===== src/rtl/cam_pkg.sv =====
// Camera bus shared types: transmitter FSM encoding, RGB332/RGB565 field widths,
// and the colour-bar pixel helper. Imported by cam_tx_ov7670 and its converter.
package cam_pkg;

  typedef enum logic [2:0] {
    ST_IDLE,
    ST_VSYNC,
    ST_VBACK,
    ST_ACTIVE,
    ST_HBLANK,
    ST_VFRONT,
    ST_DONE
  } cam_state_e;

  localparam int RGB332_W = 8;
  localparam int RGB565_W = 16;
  localparam int R3_W     = 3;
  localparam int G3_W     = 3;
  localparam int B2_W     = 2;
  localparam int R5_W     = 5;
  localparam int G6_W     = 6;
  localparam int B5_W     = 5;

  // Colour bar pixel: each bar-index bit replicated over one colour field.
  function automatic logic [RGB332_W-1:0] bar_rgb332(
    input logic [2:0] bar
  );
    return {{3{bar[2]}}, {3{bar[1]}}, {2{bar[0]}}};
  endfunction

endpackage


===== src/rtl/rgb332_to_rgb565.sv =====
// Combinational RGB332 -> RGB565 expansion by bit replication.
// Ports: i_rgb332 (8, {R3,G3,B2}), o_rgb565 (16, {R5,G6,B5}).
module rgb332_to_rgb565
  import cam_pkg::*;
(
  input  logic [RGB332_W-1:0] i_rgb332,
  output logic [RGB565_W-1:0] o_rgb565
);

  logic [R3_W-1:0] w_r;
  logic [G3_W-1:0] w_g;
  logic [B2_W-1:0] w_b;
  logic [R5_W-1:0] w_r5;
  logic [G6_W-1:0] w_g6;
  logic [B5_W-1:0] w_b5;

  assign {w_r, w_g, w_b} = i_rgb332;

  // Replicating the MSBs into the new LSBs maps full scale to full scale.
  assign w_r5 = {w_r, w_r[2:1]};
  assign w_g6 = {w_g, w_g};
  assign w_b5 = {w_b, w_b, w_b[1]};

  assign o_rgb565 = {w_r5, w_g6, w_b5};

endmodule


===== src/rtl/cam_tx_ov7670.sv =====
// Frame buffer -> OV7670-style camera bus (vsync/href/px_data, RGB565, hi byte first).
// Ports: pclk, rst (async, active-low), start, mem_px_addr/mem_px_data (sync-read RAM),
//   vsync, href, px_data, busy, frame_done. Define CAM_TX_PATTERN_EN for internal colour bars.
module cam_tx_ov7670
  import cam_pkg::*;
#(
  parameter int AW          = 17,
  parameter int H_ACT       = 160,
  parameter int V_ACT       = 120,
  parameter int H_BLANK     = 16,
  parameter int VSYNC_LINES = 3,
  parameter int V_BACK      = 2,
  parameter int V_FRONT     = 2
)(
  input  logic          pclk,
  input  logic          rst,
  input  logic          start,
  output logic [AW-1:0] mem_px_addr,
  input  logic [7:0]    mem_px_data,
  output logic          vsync,
  output logic          href,
  output logic [7:0]    px_data,
  output logic          busy,
  output logic          frame_done
);

  localparam int LINE_LEN = 2 * H_ACT + H_BLANK;
  localparam int BW       = $clog2(LINE_LEN);
  localparam int LM1      = (V_ACT > VSYNC_LINES) ? V_ACT : VSYNC_LINES;
  localparam int LM2      = (V_BACK > V_FRONT) ? V_BACK : V_FRONT;
  localparam int LMAX     = (LM1 > LM2) ? LM1 : LM2;
  localparam int LW       = (LMAX > 1) ? $clog2(LMAX) : 1;

  localparam logic [BW-1:0] B_LAST  = BW'(LINE_LEN - 1);
  localparam logic [BW-1:0] B_ALAST = BW'(2 * H_ACT - 1);
  localparam logic [LW-1:0] L_VS    = LW'(VSYNC_LINES - 1);
  localparam logic [LW-1:0] L_VB    = LW'(V_BACK - 1);
  localparam logic [LW-1:0] L_ACT   = LW'(V_ACT - 1);
  localparam logic [LW-1:0] L_VF    = LW'(V_FRONT - 1);

  cam_state_e r_state, w_state_n;
  logic [BW-1:0] r_bcnt, w_bcnt_n;
  logic [LW-1:0] r_lcnt, w_lcnt_n;
  logic [AW-1:0] r_addr, w_addr_n;
  logic          w_eol;

  logic          r_vsync;
  logic          r_href;
  logic          r_busy;
  logic          r_done;
  logic [7:0]    r_px;

  logic [7:0]    w_pix;
  logic [15:0]   w_rgb565;
  logic [7:0]    w_px_n;

  always_comb begin
    w_state_n = r_state;
    w_bcnt_n  = r_bcnt;
    w_lcnt_n  = r_lcnt;
    w_eol     = (r_bcnt == B_LAST);
    unique case (r_state)
      ST_IDLE: begin
        if (start) begin
          w_state_n = ST_VSYNC;
          w_bcnt_n  = '0;
          w_lcnt_n  = '0;
        end
      end
      ST_VSYNC: begin
        w_bcnt_n = w_eol ? '0 : r_bcnt + BW'(1);
        if (w_eol) begin
          if (r_lcnt == L_VS) begin
            w_state_n = ST_VBACK;
            w_lcnt_n  = '0;
          end else begin
            w_lcnt_n = r_lcnt + LW'(1);
          end
        end
      end
      ST_VBACK: begin
        w_bcnt_n = w_eol ? '0 : r_bcnt + BW'(1);
        if (w_eol) begin
          if (r_lcnt == L_VB) begin
            w_state_n = ST_ACTIVE;
            w_lcnt_n  = '0;
          end else begin
            w_lcnt_n = r_lcnt + LW'(1);
          end
        end
      end
      ST_ACTIVE: begin
        w_bcnt_n = r_bcnt + BW'(1);
        if (r_bcnt == B_ALAST) begin
          w_state_n = ST_HBLANK;
        end
      end
      ST_HBLANK: begin
        w_bcnt_n = w_eol ? '0 : r_bcnt + BW'(1);
        if (w_eol) begin
          if (r_lcnt == L_ACT) begin
            w_state_n = ST_VFRONT;
            w_lcnt_n  = '0;
          end else begin
            w_state_n = ST_ACTIVE;
            w_lcnt_n  = r_lcnt + LW'(1);
          end
        end
      end
      ST_VFRONT: begin
        w_bcnt_n = w_eol ? '0 : r_bcnt + BW'(1);
        if (w_eol) begin
          if (r_lcnt == L_VF) begin
            w_state_n = ST_DONE;
            w_lcnt_n  = '0;
          end else begin
            w_lcnt_n = r_lcnt + LW'(1);
          end
        end
      end
      ST_DONE: begin
        w_bcnt_n = '0;
        w_lcnt_n = '0;
        w_state_n = start ? ST_VSYNC : ST_IDLE;
      end
      default: begin
        w_state_n = ST_IDLE;
        w_bcnt_n  = '0;
        w_lcnt_n  = '0;
      end
    endcase
  end

`ifdef CAM_TX_PATTERN_EN
  logic [BW-2:0] w_col;
  logic [2:0]    w_bar;

  // Column of the byte about to go out, so bars line up with href.
  assign w_col = w_bcnt_n[BW-1:1];
  assign w_bar = 3'((int'(w_col) * 8) / H_ACT);
  assign w_pix = bar_rgb332(w_bar);

  always_comb begin
    w_addr_n = '0;
  end
`else
  localparam logic [BW-1:0] B_PRE   = BW'(LINE_LEN - 2);
  localparam logic [BW-1:0] B_LASTF = BW'(2 * H_ACT - 2);
  logic w_fetch;

  // Address leads the bytes by two cycles (RAM read + output register):
  // pixel k is addressed while pixel k-1 is on the bus, and the first
  // pixel of a line during the last two blank cycles.
  assign w_pix = mem_px_data;

  always_comb begin
    w_fetch =
      (w_state_n == ST_ACTIVE && !w_bcnt_n[0] &&
       w_bcnt_n < B_LASTF) ||
      (w_state_n == ST_HBLANK && w_bcnt_n == B_PRE &&
       r_lcnt != L_ACT);
    w_addr_n = r_addr;
    if (r_state != ST_VSYNC && w_state_n == ST_VSYNC) begin
      w_addr_n = '0;
    end else if (w_fetch) begin
      w_addr_n = r_addr + AW'(1);
    end
  end
`endif

  rgb332_to_rgb565 u_conv (
    .i_rgb332 (w_pix),
    .o_rgb565 (w_rgb565)
  );

  assign w_px_n = (w_state_n != ST_ACTIVE) ? 8'h00 :
                  w_bcnt_n[0] ? w_rgb565[7:0] : w_rgb565[15:8];

  always_ff @(posedge pclk or negedge rst) begin
    if (!rst) begin
      r_state <= ST_IDLE;
      r_bcnt  <= '0;
      r_lcnt  <= '0;
      r_addr  <= '0;
      r_vsync <= 1'b0;
      r_href  <= 1'b0;
      r_busy  <= 1'b0;
      r_done  <= 1'b0;
      r_px    <= 8'h00;
    end else begin
      r_state <= w_state_n;
      r_bcnt  <= w_bcnt_n;
      r_lcnt  <= w_lcnt_n;
      r_addr  <= w_addr_n;
      r_vsync <= (w_state_n == ST_VSYNC);
      r_href  <= (w_state_n == ST_ACTIVE);
      r_busy  <= (w_state_n != ST_IDLE) && (w_state_n != ST_DONE);
      r_done  <= (w_state_n == ST_DONE);
      r_px    <= w_px_n;
    end
  end

  assign mem_px_addr = r_addr;
  assign vsync       = r_vsync;
  assign href        = r_href;
  assign px_data     = r_px;
  assign busy        = r_busy;
  assign frame_done  = r_done;

endmodule


===== config.mk =====
export PLATFORM = sky130hd
export DESIGN_NAME = cam_tx_ov7670
export DESIGN_NICKNAME = d
export VERILOG_FILES = /design/src/rtl/cam_pkg.sv /design/src/rtl/rgb332_to_rgb565.sv /design/src/rtl/cam_tx_ov7670.sv
export SDC_FILE = /design/constraint.sdc
export NUM_CORES = 1
export LEC_CHECK = 0
export BUFFER_PORTS_ARGS = -buffer_cell sky130_fd_sc_hd__buf_4
export CORE_MARGIN = 2
export CORE_UTILIZATION = 40
export CTS_BUF_LIST = sky130_fd_sc_hd__clkbuf_16
export DETAILED_ROUTE_END_ITERATION = 6
export RECOVER_POWER = 25
export SYNTH_ARGS = -nofsm -noshare
export SYNTH_HDL_FRONTEND = slang
export SYNTH_SLANG_ARGS = --single-unit

===== constraint.sdc =====
create_clock -name pclk -period 3.7 [get_ports pclk]
set_input_delay 0.74 -clock pclk [delete_from_list [all_inputs] [get_ports pclk]]
set_output_delay 0.74 -clock pclk [all_outputs]
set_load 0.01 [all_outputs]

==> metrics.md <==
| Metric | Value |
|---|---|
| Run status | `finished, violations left` |
| Violated checks | `max-capacitance violations, max-slew violations` |
| Overall die height | `87.9 µm` |
| Placement Cell Area | `0.00321 mm²` |
| Antenna Cells | `0` |
| Sink count of the clock tree | `48` |
| Post-synthesis sequential area ratio | `42.7%` |
| Clock transition at the registers of the reported paths | `0.07 ns` |
| Initial antenna violation count | `0` |
| Global-route wire length before repair | `11500 µm` |
| Share of total power in sequential cells | `49.3%` |
| Cell at the root of the clock tree | `sky130_fd_sc_hd__clkbuf_16` |
| Slew at the pin with the worst max-slew slack | `2.58 ns` |
| Power density over cell area | `315 mW/mm²` |
| Worst R2R Path Depth | `11` |
| Worst endpoint required time | `3.91 ns` |
| Total Die Area | `0.00772 mm²` |
| Number of iterations in the first detailed-routing pass | `4` |
| H-Tree Depth | `2` |
| Port buffer count | `39` |
| Comb power frac | `1.9%` |
| WL/cell | `14.8 µm` |
| Initial core utilization | `41.4%` |
| Worst setup SP type | `flop` |
| Area growth from synthesis to layout | `20.2%` |
| #FFs+latches synth | `48` |
| Slew Viols, Final | `49` |
| Count of boundary I/O pins | `40` |
| DR iter-0 viols | `136` |
| Worst-path fanout max | `11` |
| Net Sw Power | `0.212 mW` |
| Number of enable flip-flop cells after synthesis | `0` |
| Worst Hold Depth | `1` |
| Share of cell area taken by muxes after synthesis | `1.47%` |
| Max-cap check violation count | `1` |
| Fin. Hold Viols | `0` |
| Post-Syn Area | `0.00282 mm²` |
| Clock skew after layout | `0.00550 ns` |
| Fraction of power consumed by the clock network | `48.8%` |
| Class of the tightest hold or removal check | `reg2reg` |
| Switching share of total power | `19.9%` |
| Overall overflow remaining after global route | `0` |
| Total placed cells including tap cells | `442` |
| Commonest non-fill, non-tap cells in the layout | `sky130_fd_sc_hd__dfrtp_1 (48), sky130_fd_sc_hd__nand2_1 (45), sky130_fd_sc_hd__buf_4 (43)` |
| Core region area | `0.00679 mm²` |
| Maximum operating frequency | `299 MHz` |
| RSZ-0062 raised after global routing | `no` |
| Accumulated negative setup slack | `0 ns` |
| Register area | `0.00120 mm²` |
| Proportion of layout cells with a drive suffix above 1 | `18.4%` |
| TritonCTS clock tree | `built` |
| Area of the multi-input gates | `0.00152 mm²` |
| Count of unique library cells instantiated by Yosys | `57` |
| Synth Area in Simple Gates | `27.6%` |
| Worst setup EP type | `flop` |
| Largest family of logic cells by synthesized area | `simple AND/OR/NAND/NOR gates` |
| Crit path arrival time | `3.55 ns` |
| Number of setup violations in the final report | `0` |
| Hold Buf Count CTS | `0` |
| Synth warnings | `0` |
| Fraction of registers with async set or reset after synthesis | `100%` |
| Number of fillers in the final layout | `652` |
| Most used DFF post-synth | `sky130_fd_sc_hd__dfrtp_1` |
| Total power consumption of the routed design | `1.06 mW` |
| Total detailed-routing wirelength | `6640 µm` |
| Number of cell rows | `30` |
| Net total in the final layout | `369` |
| Antenna viol nets, final | `0` |
| Most common cell after layout, fill and taps aside | `sky130_fd_sc_hd__dfrtp_1` |
| Syn nets | `332` |
| XOR/XNOR share of the synthesized area | `2.80%` |
| Last weighted congestion value of the routability-driven placer | `0.848` |
| Final cell count without fillers | `450` |
| Buffers from clock root to sink, at most | `2` |
| Post-synthesis average cell area | `8.91 µm²` |
| Clock insertion delay at the later pin of the skew report | `0.28 ns` |
| Final Cell Area | `0.00338 mm²` |
| All-Layer GR Usage | `18.8%` |
| Final worst path period share | `90.2%` |
| Min cycle time layout | `3.34 ns` |
| Mean number of vias per cell | `5.50` |
| Die Width | `87.9 µm` |
| Relative slew slack | `-72.3%` |
| Max rail drop VDD | `217 µV` |
| Reported leakage power | `1.53 nW` |
| Startpoint-to-endpoint class of the critical path | `reg2reg` |
| Internal power | `0.853 mW` |
| Via count of the first global-routing pass | `2425` |
| Adder-cell area share of the yosys netlist | `2.22%` |
| DRC | `0` |
| Number of standard cells after synthesis | `316` |
| Area fraction in compound gates after synthesis | `19.8%` |
| Detailed-route via count | `2476` |
| Maximum number of pins on one net before global-route repair | `49` |
| Clock buffers created by TritonCTS | `5` |
| Total half-perimeter wirelength after legalization and detailed placement | `4830 µm` |
==> routing by layer <==
metal | wire, µm | part of all wire [%] | track usage [%] | up-vias
met5 | 0 | 0 | 0 | -
met4 | 42 | 0.63 | 5.87 | 0
met3 | 242 | 3.6 | 3.20 | 4
met2 | 3240 | 49 | 30.6 | 55
met1 | 3120 | 47 | 25.6 | 1185
li1 | - | - | - | 1232
==> cells by family after synthesis <==
kind of cell	Yosys count
simple gates	140
fa+ha+maj	5
mux	4
buf+inv	25
flops	48
xor+xnor	9
compound gates	85
==> cells in the mapped netlist, types with 3 or more instances <==
master	n	share of area, %
sky130_fd_sc_hd__nand2b_1	4	0.89
sky130_fd_sc_hd__o21a_1	5	1.3
sky130_fd_sc_hd__xor2_1	4	1.2
sky130_fd_sc_hd__buf_2	4	0.71
sky130_fd_sc_hd__a22o_1	3	0.93
sky130_fd_sc_hd__ha_1	5	2.2
sky130_fd_sc_hd__o211ai_1	4	1.1
sky130_fd_sc_hd__inv_1	11	1.5
sky130_fd_sc_hd__nor3_1	10	1.8
sky130_fd_sc_hd__nor2_1	20	2.7
sky130_fd_sc_hd__o21ai_0	21	3.7
sky130_fd_sc_hd__nand3_1	12	2.1
sky130_fd_sc_hd__a31oi_1	4	0.89
sky130_fd_sc_hd__dfrtp_1	48	43
sky130_fd_sc_hd__mux2i_1	3	1.1
sky130_fd_sc_hd__or3_1	6	1.3
sky130_fd_sc_hd__clkbuf_1	8	1.1
sky130_fd_sc_hd__nand4_1	9	2.0
sky130_fd_sc_hd__o31ai_1	7	1.9
sky130_fd_sc_hd__a21oi_1	23	4.1
sky130_fd_sc_hd__xnor2_1	5	1.6
sky130_fd_sc_hd__nand3b_1	3	0.80
sky130_fd_sc_hd__nand2_1	45	6.0
sky130_fd_sc_hd__and3_1	3	0.67
sky130_fd_sc_hd__nor2b_1	5	1.1
sky130_fd_sc_hd__or4_1	3	0.80
sky130_fd_sc_hd__and2_1	4	0.89
==> power by group through the flow <==
stage	sequential [mW]	clock, mW	combinational (mW)
after floorplan	0.535	0	0.00180
after global placement	0.535	0	0.0217
after detailed placement	0.535	0	0.0222
after CTS	0.524	0.539	0.0219
after global routing	0.524	0.564	0.0239
final	0.525	0.520	0.0203
==> worst paths after layout <==
path                            from         endpoint  slack [ns]
setup / recovery           r_bcnt[0]  mem_px_addr[13]        0.36
hold / removal             r_lcnt[4]        r_lcnt[4]        0.54
setup reg to reg           r_bcnt[0]  mem_px_addr[13]        0.36
hold reg to reg            r_lcnt[4]        r_lcnt[4]        0.54
max in group asynchronous        rst        r_lcnt[2]        0.97
min in group asynchronous        rst   mem_px_addr[1]        1.26
==> layout make-up <==
cell class | count | share of cell area, %
clock buffers | 5 | 3.70
flip-flops and latches | 48 | 35.5
multi-input cells | 243 | 45.0
clock inverters | 3 | 1.37
well taps | 96 | 3.55
inverters | 11 | 1.22
repair buffers | 44 | 9.65
==> worst max-delay path, cell delays in order, from the launching register on <==
cell                        delay [ns]
sky130_fd_sc_hd__dfrtp_1          0.46
sky130_fd_sc_hd__ha_2             0.30
sky130_fd_sc_hd__nand3_1          0.16
sky130_fd_sc_hd__nor3_1           0.37
sky130_fd_sc_hd__a211o_1          0.22
sky130_fd_sc_hd__o2111ai_2        0.20
sky130_fd_sc_hd__or4_4            0.59
sky130_fd_sc_hd__nor4_4           0.18
sky130_fd_sc_hd__nor2_2           0.11
sky130_fd_sc_hd__buf_4            0.19
sky130_fd_sc_hd__or3_1            0.34
sky130_fd_sc_hd__a21oi_1          0.15
==> registers in the layout (all words and copies together), names as in the netlist <==
name,count
mem_px_addr,17
r_bcnt,9
px_data,8
r_lcnt,7
r_state,3
busy,1
frame_done,1
href,1
vsync,1
==> what timing repair did <==
action                     in CTS  in global routing
gates resized for setup         0                  1
setup endpoints to repair       0                  2
setup buffers                   0                  0
==> through the flow <==
| step | util (%) | worst slack, ns | hold WS (ns) |
|---|---|---|---|
| after floorplan | - | 0.491 | 0.444 |
| after global placement | 47.3 | 0.421 | 0.535 |
| after detailed placement | 47.3 | 0.264 | 0.528 |
| after CTS | 49.8 | 0.262 | 0.490 |
| after global routing | 49.8 | 0.0625 | 0.586 |
| final | 49.8 | 0.361 | 0.545 |
Note: power is estimated with default switching activity, not from simulation.
